### config.mk
export PLATFORM = sky130hd
export DESIGN_NAME = conv_stream_host
export DESIGN_NICKNAME = d
export VERILOG_FILES = /design/src/rtl/conv_host_pkg.sv /design/src/rtl/stream_buf_mem.sv /design/src/rtl/conv_stream_host.sv
export SDC_FILE = /design/constraint.sdc
export NUM_CORES = 2
export LEC_CHECK = 0
export CORE_MARGIN = 5
export CORE_UTILIZATION = 60
export CTS_BUF_LIST = sky130_fd_sc_hd__clkbuf_4 sky130_fd_sc_hd__clkbuf_8 sky130_fd_sc_hd__clkbuf_16
export CTS_CLUSTER_DIAMETER = 200
export CTS_CLUSTER_SIZE = 16
export DETAILED_ROUTE_END_ITERATION = 12
export PLACE_DENSITY = 0.77
export SYNTH_ARGS = -nofsm -noshare
export SYNTH_HDL_FRONTEND = slang
export SYNTH_SLANG_ARGS = --single-unit
export TNS_END_PERCENT = 1
### constraint.sdc
create_clock -name clk -period 5.14 [get_ports clk]
set_clock_uncertainty 0.1 [all_clocks]
set_input_delay 1.285 -clock clk [delete_from_list [all_inputs] [get_ports clk]]
set_output_delay 1.285 -clock clk [all_outputs]
set_load 0.01 [all_outputs]
### src/rtl/conv_host_pkg.sv
// Shared types and default sizing for the conv core host endpoint.
// State encoding plus sample width, vector length and result count.
package conv_host_pkg;

  typedef enum logic [1:0] {
    IDLE,
    SEND,
    WAIT_Y,
    DONE
  } state_t;

  localparam int T_DEF   = 8;
  localparam int N_DEF   = 128;
  localparam int M_DEF   = 32;
  localparam int NY_DEF  = N_DEF - M_DEF + 1;
  localparam int XAW_DEF = $clog2(N_DEF);
  localparam int YAW_DEF = $clog2(NY_DEF);

endpackage

### src/rtl/stream_buf_mem.sv
// Register-array sample buffer: one synchronous write port and
// one combinational read port; contents survive reset.
module stream_buf_mem #(
  parameter  int W     = 8,
  parameter  int DEPTH = 128,
  localparam int AW    = $clog2(DEPTH)
) (
  input  logic          clk,
  input  logic          we,
  input  logic [AW-1:0] waddr,
  input  logic [W-1:0]  wdata,
  input  logic [AW-1:0] raddr,
  output logic [W-1:0]  rdata
);

  logic [W-1:0] mem [DEPTH];

  always_ff @(posedge clk) begin
    if (we)
      mem[waddr] <= wdata;
  end

  assign rdata = mem[raddr];

endmodule

### src/rtl/conv_stream_host.sv
// Host endpoint for the 1-D conv core: loads and streams an X vector,
// captures the Y results and measures end-to-end latency.
module conv_stream_host
  import conv_host_pkg::*;
#(
  parameter  int T   = T_DEF,
  parameter  int N   = N_DEF,
  parameter  int M   = M_DEF,
  localparam int NY  = N - M + 1,
  localparam int YAW = $clog2(NY)
) (
  input  logic           clk,
  input  logic           reset,
  input  logic           host_wr_en,
  input  logic [T-1:0]   host_wr_data,
  input  logic           host_start,
  input  logic [YAW-1:0] host_rd_addr,
  output logic [T-1:0]   host_rd_data,
  output logic           busy,
  output logic           done,
  output logic [31:0]    latency_cycles,
  output logic           m_valid_x,
  input  logic           m_ready_x,
  output logic [T-1:0]   m_data_x,
  input  logic           s_valid_y,
  output logic           s_ready_y,
  input  logic [T-1:0]   s_data_y
);

  localparam int XAW = $clog2(N);
  localparam int PW  = $clog2(N + 1);
  localparam int CW  = $clog2(NY + 1);
  localparam logic [PW-1:0] N_P  = PW'(N);
  localparam logic [CW-1:0] NY_C = CW'(NY);

  state_t         state, state_nxt;
  logic [PW-1:0]  wptr, rptr;
  logic [CW-1:0]  ycnt;
  logic           lat_run;
  logic           x_fire, y_fire;
  logic           x_last, y_last, y_all;
  logic           wr_ok, start_ok;
  logic [XAW-1:0] x_raddr;
  logic [T-1:0]   x_rd, y_rd;

  assign busy      = (state == SEND) || (state == WAIT_Y);
  assign done      = (state == DONE);
  assign s_ready_y = busy && (ycnt < NY_C);
  assign x_fire    = m_valid_x && m_ready_x;
  assign y_fire    = s_valid_y && s_ready_y;
  assign x_last    = x_fire && (rptr == N_P - 1'b1);
  assign y_last    = y_fire && (ycnt == NY_C - 1'b1);
  assign y_all     = (ycnt == NY_C) || y_last;
  assign wr_ok     = (state == IDLE) && host_wr_en
                     && (wptr != N_P);
  assign start_ok  = (state == IDLE) && host_start
                     && (wptr == N_P);
  // Prefetch the sample after the current beat
  assign x_raddr   = start_ok ? '0 : XAW'(rptr + 1'b1);

  stream_buf_mem #(.W(T), .DEPTH(N)) u_xbuf (
    .clk   (clk),
    .we    (wr_ok),
    .waddr (wptr[XAW-1:0]),
    .wdata (host_wr_data),
    .raddr (x_raddr),
    .rdata (x_rd)
  );

  stream_buf_mem #(.W(T), .DEPTH(NY)) u_ybuf (
    .clk   (clk),
    .we    (y_fire),
    .waddr (ycnt[YAW-1:0]),
    .wdata (s_data_y),
    .raddr (host_rd_addr),
    .rdata (y_rd)
  );

  always_comb begin
    state_nxt = state;
    unique case (state)
      IDLE:    if (start_ok) state_nxt = SEND;
      SEND:    if (x_last)
                 state_nxt = y_all ? DONE : WAIT_Y;
      WAIT_Y:  if (y_all) state_nxt = DONE;
      DONE:    state_nxt = IDLE;
      default: state_nxt = IDLE;
    endcase
  end

  always_ff @(posedge clk) begin
    if (reset) begin
      state          <= IDLE;
      wptr           <= '0;
      rptr           <= '0;
      ycnt           <= '0;
      m_valid_x      <= 1'b0;
      m_data_x       <= '0;
      host_rd_data   <= '0;
      lat_run        <= 1'b0;
      latency_cycles <= '0;
    end else begin
      state        <= state_nxt;
      host_rd_data <= (32'(host_rd_addr) < NY) ? y_rd : '0;
      if (wr_ok)
        wptr <= wptr + 1'b1;
      if (start_ok) begin
        m_valid_x <= 1'b1;
        m_data_x  <= x_rd;
      end else if (x_fire) begin
        rptr <= rptr + 1'b1;
        if (x_last)
          m_valid_x <= 1'b0;
        else
          m_data_x <= x_rd;
      end
      if (y_fire)
        ycnt <= ycnt + 1'b1;
      if (state == DONE) begin
        wptr <= '0;
        rptr <= '0;
        ycnt <= '0;
      end
      // First X beat counts as cycle 1; last Y beat closes the window
      if (x_fire && rptr == '0) begin
        latency_cycles <= 32'd1;
        lat_run        <= 1'b1;
      end else if (lat_run) begin
        if (latency_cycles != '1)
          latency_cycles <= latency_cycles + 1'b1;
        if (y_last)
          lat_run <= 1'b0;
      end
    end
  end

endmodule

==> qor.csv <==
stage;metric;value;unit
outcome;status;complete, no violations;
synth;synth_area;73700;um^2
timing;finalCriticalPeriod;4.34;ns
finish;area_delta_synth_final;10.7;%
synth;syn_nets;4170;
setup_path;worstPathMaxFanout;61;
floorplan;initial_core_util;0.605;
power_and_ir_drop;pwr-share-seq;0.603;
timing;max_freq;231;MHz
synth;yosysSeqAreaShare;0.754;
place;dpl.hpwl;124;mm
timing;fin_hold_ws;0.438;ns
power_and_ir_drop;ir_drop;349;uV
synth;ys_seq_elements;1875;
clock_tree;postCtsSetupRepairBufs;0;
timing;worst_pin_slew;1.44;ns
power_and_ir_drop;switchingPower;5.54;mW
clock_tree;clk_path_buf_depth;3;
setup_path;criticalPathCategory;register to register;
run;maxCapViolCount;0;
timing;setup_tns;0;ns
clock_tree;cts_tree;done;
floorplan;placementRows;128;
synth;synth_common_cells;edfxtp_1 (1800), nor2_1 (376), mux4_2 (311), nand2_1 (292), clkbuf_1 (127);
setup_path;worstPathRequired;5.69;ns
synth;synth-edff-count;1800;
power_and_ir_drop;p_sw_frac;0.199;
clock_tree;hold_buffers;0;
power_and_ir_drop;powerDensity;340;nW/um^2
timing;setup_viol;0;
synth;yosys_warnings;0;
setup_path;start_kind;register;
route;wl_per_cell;32.6;um
timing;rsz0062_at_grt;no;
global_routing;track_usage;0.300;
place;portBuffers;80;
floorplan;ios;81;
route;finalWirelength;197;mm
clock_tree;cts-resized-gates;0;
route;vias_per_cell;6.91;
clock_tree;cts.sinks;1875;
synth;synth.avg_cell_area;17.9;um^2
floorplan;die_w;361;um
global_routing;grt_start_max_net_pins;129;
global_routing;grt-ovfl-total;0;
synth;yosys.area.top_type;edfxtp_1;
power_and_ir_drop;power_leakage;25.3;nW
floorplan;coreArea;122000;um^2
clock_tree;cts_root_buf;clkbuf_16;
synth;synth.most_common_cell;edfxtp_1;
timing;setup_slack;0.805;ns
power_and_ir_drop;combinationalPowerShare;0.030;
setup_path;cp.arrival;4.89;ns
route;drt-pass1-iter-count;6;
synth;synth_top_area_share;0.733;
synth;ys_async_sr_fraction;0;
place;post_dp_cell_area;77600;um^2
floorplan;die_y;361;um
global_routing;grt_antenna_before_repair;8;
clock_tree;cts_max_level;4;
synth;synthTopCellsByArea;edfxtp_1 (73%), mux4_2 (9.5%), dfxtp_1 (2.0%);
global_routing;grt_pass1_vias;40879;
place;gp_congestion;1.02;
route;drtAntennaViolNets;0;
synth;yosys.cell_types.count;82;
clock_tree;clkTransAtPathRegs;0.08;ns
timing;relSlewSlack;0.0375;
finish;layout.nets;4392;
power_and_ir_drop;pwr-share-clk;0.367;
setup_path;crit_chain;ha_1 -> xor2_4 -> buf_12 -> nand2_1 -> o32ai_1 -> o21ai_0 -> a32oi_1 -> nor3_1 -> or4b_1;
finish;drive_above_1_share;0.193;
power_and_ir_drop;intPower;22.2;mW
route;drc;0;
setup_path;critPathCaptureType;register;
finish;fin_area;81600;um^2
route;drtIter0Drc;6338;
clock_tree;clk_latency;0.77;ns
timing;hold_violations;0;
timing;drv_slew;0;
setup_path;slowest_stage;o32ai_1;
global_routing;grt_pass1_wl;285;mm
synth;netlist_instances;4128;
floorplan;die_area;130000;um^2
worst_hold_path;min_path_type;register to register;
timing;fin_crit_sh;0.843;
setup_path;max_stage_delay;0.64;ns
clock_tree;cts_buffers;135;
place;post-place-ws;0.443;ns
synth;synth_ff_type;edfxtp_1;
route;route.vias.total;41711;
path summary, 6_finish.rpt:
path                                          to  slack, ns  depth (start not counted)                            from
setup reg to reg        m_data_x[7]$_SDFFE_PP0P_       0.80                          9            rptr[1]$_SDFFE_PP0P_
hold reg to reg   latency_cycles[6]$_SDFFE_PP0P_       0.44                          2  latency_cycles[6]$_SDFFE_PP0P_
setup / recovery        m_data_x[7]$_SDFFE_PP0P_       0.80                          9            rptr[1]$_SDFFE_PP0P_
hold / removal    latency_cycles[6]$_SDFFE_PP0P_       0.44                          2  latency_cycles[6]$_SDFFE_PP0P_
layer usage:
layer / vias to the layer above / part of all wire / GRT usage / routed length, um
li1: 16959 / - / - / -
met1: 21123 / 0.36 / 0.412 / 70900
met2: 3031 / 0.47 / 0.472 / 92800
met3: 592 / 0.11 / 0.0644 / 21700
met4: 6 / 0.056 / 0.137 / 11100
met5: - / 0.00023 / 0 / 46
power by group through the flow:
stage | Clock, mW | Sequential (mW) | Combinational [mW]
after floorplan | 0 | 17.1 | 0.363
after global placement | 0 | 17.1 | 0.810
after detailed placement | 0 | 17.1 | 0.830
after CTS | 10.3 | 16.7 | 0.834
after global routing | 10.9 | 16.7 | 0.872
final | 10.2 | 16.7 | 0.834
logic make-up (layout without fill, tap and decap cells):
| family | after synthesis | after routing | share of synthesized area |
|---|---|---|---|
| flip-flops | 1875 | 1875 | 0.754 |
| AND/OR/NAND/NOR | 954 | 954 | 0.0569 |
| AO/OA/AOI/OAI | 513 | 513 | 0.0502 |
| buffers and inverters | 266 | 543 | 0.0156 |
| adder cells (fa/ha/maj) | 13 | 13 | 0.00221 |
| multiplexers | 456 | 456 | 0.115 |
| XOR/XNOR | 51 | 51 | 0.00606 |
| other | 0 | 3 | 0 |
critical path, delay by kind of cell, from the launching register on:
family,cells,cell delay (ns)
adder cells (fa/ha/maj),1,0.46
AO/OA/AOI/OAI,3,1.02
XOR/XNOR,1,0.56
buffers and inverters,1,0.39
AND/OR/NAND/NOR,3,1.18
flip-flops,1,0.44
registers in the layout, indices dropped and copies added, names as in the netlist:
name	count
m_data_x	8
lat_run	1
u_ybuf.mem	776
u_xbuf.mem	1024
rptr	8
host_rd_data	8
state	2
ycnt	7
latency_cycles	32
m_valid_x	1
wptr	8
area by class of cell:
| class | instances | area [um^2] |
|---|---|---|
| Fill cell | 7823 | 40300 |
| Timing Repair Buffer | 335 | 2850 |
| Tap cell | 1625 | 2030 |
| Inverter | 16 | 60.1 |
| Antenna cell | 3 | 7.51 |
| Clock inverter | 9 | 113 |
| Clock buffer | 183 | 3840 |
| Sequential cell | 1875 | 55600 |
| Multi-Input combinational cell | 1987 | 17100 |
layout by cell type (no fill, tap or decap), types with 40 or more instances in the layout:
cell             instances
clkbuf_4                42
mux4_2                 311
o21ai_0                 80
clkbuf_16              141
nor2_1                 374
a21oi_1                 82
o211ai_1                40
buf_4                  252
nand3_1                105
o22ai_1                 59
dfxtp_1                 74
edfxtp_1              1800
clkdlybuf4s50_1         60
mux2i_1                110
nand2_1                292
per-stage QoR:
stage | cells | utilization | total power, mW
detailed placement | 5838 | 0.637 | 17.9
CTS | 6030 | 0.669 | 27.9
finish | 6033 | 0.669 | 27.8
global placement | 5838 | 0.637 | 17.9
global route | 6030 | 0.669 | 28.5
floorplan | 4128 | - | 17.4
Note: power is estimated with default switching activity, not from simulation.
